$ cat src/rtl/kbd_num_entry.sv
// Keyboard number-entry engine: buffers typed digits with edit keys, then converts
// the buffer to a saturating WIDTH-bit binary value, one digit per clock.
module kbd_num_entry #(
    parameter int MAX_DIGITS  = 8,
    parameter int WIDTH       = 32,
    parameter bit HEX_DEFAULT = 1'b1
) (
    input  logic                             clk_in,
    input  logic                             reset,
    input  logic                             key_state,
    input  logic [7:0]                       key_ascii,
    output logic [4*MAX_DIGITS-1:0]          entry_disp,
    output logic [$clog2(MAX_DIGITS+1)-1:0]  digit_count,
    output logic                             radix_hex,
    output logic                             neg,
    output logic                             busy,
    output logic [WIDTH-1:0]                 value,
    output logic                             value_valid,
    output logic                             overflow,
    output logic                             key_err
);
    localparam int CW = $clog2(MAX_DIGITS + 1);
    localparam int AW = WIDTH + 5;
    localparam int BW = 4 * MAX_DIGITS;

    typedef enum logic [1:0] {S_EDIT, S_CONVERT, S_DONE} state_t;
    state_t state, state_next;

    logic          key_prev;
    logic          key_evt;
    logic [BW-1:0] buf_q;
    logic [CW-1:0] count_q;
    logic [CW-1:0] idx_q;
    logic [CW-1:0] idx_m1;
    logic [AW-1:0] acc_q;
    logic [AW-1:0] acc_mul;
    logic [AW-1:0] acc_next;
    logic [AW-1:0] limit;
    logic          sat_q;
    logic          radix_q;
    logic          neg_q;
    logic [WIDTH-1:0] value_q;
    logic [WIDTH-1:0] mag;
    logic [WIDTH-1:0] result;
    logic          ovf_q;
    logic          err_q;
    logic          is_num;
    logic          is_letter;
    logic          is_digit;
    logic [3:0]    key_nib;
    logic [3:0]    cur_digit;

    // One key event per press: rising edge of the decoder's level.
    assign key_evt = key_state & ~key_prev;

    always_comb begin
        is_num    = (key_ascii >= 8'h30) && (key_ascii <= 8'h39);
        is_letter = ((key_ascii >= 8'h41) && (key_ascii <= 8'h46)) ||
                    ((key_ascii >= 8'h61) && (key_ascii <= 8'h66));
        is_digit  = is_num | (is_letter & radix_q);
        // 'A'/'a' have low nibble 1, so +9 maps letters onto 10..15.
        key_nib   = is_num ? key_ascii[3:0] : key_ascii[3:0] + 4'd9;
    end

    always_comb begin
        if (radix_q)
            limit = {5'b0, {WIDTH{1'b1}}};
        else if (neg_q)
            limit = AW'(1) << (WIDTH - 1);
        else
            limit = (AW'(1) << (WIDTH - 1)) - AW'(1);
    end

    always_comb begin
        idx_m1    = idx_q - CW'(1);
        cur_digit = 4'(buf_q >> {idx_m1, 2'b00});
        acc_mul   = radix_q ? (acc_q << 4) : ((acc_q << 3) + (acc_q << 1));
        acc_next  = acc_mul + AW'(cur_digit);
        mag       = sat_q ? limit[WIDTH-1:0] : acc_q[WIDTH-1:0];
        result    = (!radix_q && neg_q) ? (WIDTH'(0) - mag) : mag;
    end

    always_ff @(posedge clk_in) begin
        if (reset)
            state <= S_EDIT;
        else
            state <= state_next;
    end

    always_comb begin
        state_next = state;
        case (state)
            S_EDIT:    if (key_evt && key_ascii == 8'h0D) state_next = S_CONVERT;
            S_CONVERT: if (idx_q == '0) state_next = S_DONE;
            S_DONE:    state_next = S_EDIT;
            default:   state_next = S_EDIT;
        endcase
    end

    // value_valid is a single-cycle strobe with no back-pressure: value and
    // overflow change only on the cycle it is high and hold until the next one.
    always_comb begin
        busy        = (state == S_CONVERT);
        value_valid = (state == S_DONE);
    end

    always_ff @(posedge clk_in) begin
        if (reset) begin
            key_prev <= 1'b0;
            buf_q    <= '0;
            count_q  <= '0;
            idx_q    <= '0;
            acc_q    <= '0;
            sat_q    <= 1'b0;
            radix_q  <= HEX_DEFAULT;
            neg_q    <= 1'b0;
            value_q  <= '0;
            ovf_q    <= 1'b0;
            err_q    <= 1'b0;
        end else begin
            key_prev <= key_state;
            err_q    <= 1'b0;
            case (state)
                S_EDIT: begin
                    if (key_evt) begin
                        if (is_digit) begin
                            if (count_q < CW'(MAX_DIGITS)) begin
                                buf_q   <= (buf_q << 4) | BW'(key_nib);
                                count_q <= count_q + CW'(1);
                            end else begin
                                err_q <= 1'b1;
                            end
                        end else if (is_letter) begin
                            err_q <= 1'b1;
                        end else begin
                            case (key_ascii)
                                8'h08: if (count_q != '0) begin
                                    buf_q   <= buf_q >> 4;
                                    count_q <= count_q - CW'(1);
                                end
                                8'h1B: begin
                                    buf_q   <= '0;
                                    count_q <= '0;
                                    neg_q   <= 1'b0;
                                end
                                8'h2D: if (!radix_q) neg_q <= ~neg_q;
                                       else err_q <= 1'b1;
                                8'h09: if (count_q == '0) begin
                                    radix_q <= ~radix_q;
                                    neg_q   <= 1'b0;
                                end else begin
                                    err_q <= 1'b1;
                                end
                                8'h0D: begin
                                    acc_q <= '0;
                                    sat_q <= 1'b0;
                                    idx_q <= count_q;
                                end
                                default: ;
                            endcase
                        end
                    end
                end
                S_CONVERT: begin
                    if (idx_q != '0) begin
                        idx_q <= idx_m1;
                        // Once saturated the accumulator freezes; the limit is output instead.
                        if (!sat_q) begin
                            if (acc_next > limit) sat_q <= 1'b1;
                            else acc_q <= acc_next;
                        end
                    end else begin
                        value_q <= result;
                        ovf_q   <= sat_q;
                        buf_q   <= '0;
                        count_q <= '0;
                        neg_q   <= 1'b0;
                    end
                end
                default: ;
            endcase
        end
    end

    assign entry_disp  = buf_q;
    assign digit_count = count_q;
    assign radix_hex   = radix_q;
    assign neg         = neg_q;
    assign value       = value_q;
    assign overflow    = ovf_q;
    assign key_err     = err_q;

endmodule

$ cat config.mk
export PLATFORM = sky130hd
export DESIGN_NAME = kbd_num_entry
export DESIGN_NICKNAME = d
export VERILOG_FILES = /design/src/rtl/kbd_num_entry.sv
export SDC_FILE = /design/constraint.sdc
export NUM_CORES = 1
export LEC_CHECK = 0
export BUFFER_PORTS_ARGS = -buffer_cell sky130_fd_sc_hd__buf_2
export CORE_MARGIN = 2
export CORE_UTILIZATION = 35
export CTS_CLUSTER_DIAMETER = 120
export CTS_CLUSTER_SIZE = 16
export DETAILED_ROUTE_END_ITERATION = 10
export PLACE_DENSITY = 0.52
export SLEW_MARGIN = 20
export SYNTH_ARGS = -nofsm -noshare
export SYNTH_HDL_FRONTEND = slang
export SYNTH_SLANG_ARGS = --single-unit
$ cat constraint.sdc
create_clock -name clk_in -period 8.81 [get_ports clk_in]
set_input_delay 2.2025 -clock clk_in [delete_from_list [all_inputs] [get_ports clk_in]]
set_output_delay 2.2025 -clock clk_in [all_outputs]
set_load 0.1 [all_outputs]
==> flow_summary.ini <==
[route]
ant_nets = 0
drc = 0
initialDrtViolationCount = 863
vias = 10200
post_drt_wl_per_cell_um = 18.7
drt_wl_total_um = 33200
avgViaCountPerCell = 5.75
first_pass_iters = 5

[yosys]
synth_area_um2 = 10300
synthTopCellsByArea = dfxtp_1, ha_1, a21oi_1
yosys.cell_types.count = 94
ys_seq_area_frac = 0.225
synth.most_common_cell = nor2_1
synth_common_cells = nor2_1, a21oi_1, dfxtp_1
syn_nets = 1444
yosys_warnings = 0
synth_ff_type = dfxtp_1
syn_avg_cell_area_um2 = 7.63
yosys.area.top_type_share = 0.225
syn-instance-count = 1353
synth_top_area_cell = dfxtp_1
synth-async-reset-ratio = 0
ys_seq_elements = 116
synth_edf_count = 0

[setup_path]
critPathMaxFanout = 32
cp_slowest_stage_delay_ns = 0.71
cp_num_buf_inv = 2
crit_arrival_ns = 7.00
cp-start-kind = flip-flop
r2r-start = idx_q[0]
r2r_cells = 28
required_ns = 9.18
path_delay_family = simple AND/OR/NAND/NOR gates
r2r-end = acc_q[4]
worst-setup-path-type = flip-flop to flip-flop
end_kind = flip-flop
rrSetupSlack_ns = 2.18
crit_slowest_cell = dfxtp_1

[cells_and_area]
final_nets = 1472
layout-drive-gt1-share = 0.129
n_fill_cell = 3012
multi_input_area_um2 = 7560
seqCellArea_um2 = 2320
antenna-diode-count = 0
area_growth_pct = 12.5
final_cells = 1778

[power]
leakage_uw = 0.00479
vdd_ir_drop_max_uv = 126
power_density_nw_per_um2 = 112
totalPowerFinal_uw = 1300

[sta]
slew_headroom = 0.404
worst_pin_slew_ns = 0.894
layout_worst_path_cycle_share = 0.752
fin_skew_ns = 0.0107
setup_tns_ns = 0
fmax_ghz = 0.151
worst_slack_ns = 2.18
rsz0062_at_grt = no
hold_viol_final = 0
drv_slew = 0
period_needed_ns = 6.63
setup_viol = 0

[min_path]
holdPathEnd = value[16]
worstHoldStart = value[16]
hold_class = flip-flop to flip-flop
whs_path_depth = 2

[floorplanning]
die-width_um = 176
dieHeight_um = 176
coreArea_um2 = 28900
ioPinCount = 85
start_util = 0.358
rows = 62
die_area_um2 = 30900

[clock_network]
post_cts_buffers = 0
cts_tree = built
root_buffer = clkbuf_16
clkSlewWorstSetupHoldPaths_ns = 0.06
clk_latency_ns = 0.43
cts_buffers = 17
cts_sinks = 116
cts.htree.levels = 4
post_cts_resized = 0
cts_buffer_depth = 2
holdBufCountCts = 0

[placement]
port_buffers = 84
routabilityCongestion = 0.845
dp_hpwl_um = 24700
dp_slack_ns = 2.17
placed_cells = 1746

[grt]
grt_usage = 0.216
grt_overflow = 0
grt_max_degree = 83
grt_antenna_before_repair = 0
first_global_vias = 9489
grt_pass1_wl_um = 53600

[flow_run]
maxCapViolCount = 0

[run_status]
status = finished clean
[cell type report]
type	instances	share of cell area
Clock inverter	9	0.0108
Sequential cell	116	0.200
Tap cell	384	0.0414
Timing Repair Buffer	98	0.0453
Multi-Input combinational cell	1122	0.652
Inverter	26	0.00841
Clock buffer	23	0.0420
[layout by cell type (no fill, tap or decap), drive strengths merged, types with 6 or more instances in the layout]
master,netlist,final
and2,18,18
inv,26,26
clkbuf,68,23
nand2b,14,14
o21a,9,9
nand2,102,102
or3,13,13
or2,8,8
a31oi,11,11
nor2b,15,15
o21ai,75,75
or4,11,11
nor3,69,69
mux2i,36,36
nor2,158,158
a2111oi,6,6
a21o,21,21
and3,6,6
a21oi,143,143
nor4,14,14
nor3b,6,6
dfxtp,116,116
xnor2,38,38
o211ai,32,32
buf,21,98
a211oi,21,21
ha,78,78
o31ai,8,8
a22o,33,33
nand4,24,24
nand3,24,24
xor2,26,26
mux4,8,8
[per-stage QoR]
| step | utilization | area (um^2) | hold slack (ns) |
|---|---|---|---|
| CTS | 0.402 | 11600 | 0.452 |
| floorplan | - | 10300 | 0.434 |
| detailed placement | 0.381 | 11000 | 0.444 |
| global placement | 0.381 | 11000 | 0.442 |
| global route | 0.402 | 11600 | 0.469 |
| finish | 0.402 | 11600 | 0.451 |
[worst min-delay path: stages, from the launching register on]
cell and delay, ns:
dfxtp_1 0.31, nand2_1 0.05, a21oi_1 0.05
[sequential cells by signal, summed over array words and instances (netlist names)]
signal	cells
sat_q	1
state	2
radix_hex	1
value	32
digit_count	4
overflow	1
idx_q	4
entry_disp	32
acc_q	36
key_prev	1
key_err	1
neg	1
[routing by layer]
| layer | GRT usage | part of all wire |
|---|---|---|
| met1 | 0.320 | 0.50 |
| met5 | 0 | 0 |
| met4 | 0.0489 | 0.013 |
| met2 | 0.332 | 0.44 |
| met3 | 0.0273 | 0.044 |
[worst max path at each step]
stage	startpoint	endpoint	slack [ns]	cells past startpoint
6_report	idx_q[0]	acc_q[4]	2.18	28
4_1_cts	idx_q[0]	acc_q[4]	2.13	28
3_5_place_dp	idx_q[0]	acc_q[12]	2.17	28
5_1_grt	idx_q[0]	acc_q[4]	1.43	28
2_1_floorplan	radix_hex	acc_q[11]	1.76	31
3_3_place_gp	idx_q[0]	acc_q[2]	2.38	28
[power by group]
group          switching (uW)  total (uW)  leakage [uW]  internal (uW)
Clock                     256         728      0.000299            472
Sequential               1.77         528      0.000934            526
Combinational            32.3        45.2       0.00356           12.9
Total                     290        1300       0.00479           1010
[cells by family after synthesis]
group | Yosys count | share of synthesized area
muxes | 45 | 0.0538
AOI/OAI and AO/OA | 434 | 0.283
adders and majority gates | 80 | 0.0984
xor gates and xnor gates | 64 | 0.0543
DFF | 116 | 0.225
and+or+nand+nor | 499 | 0.240
buffers and inverters | 115 | 0.0451
No activity file was read; power rests on OpenSTA's default activity.
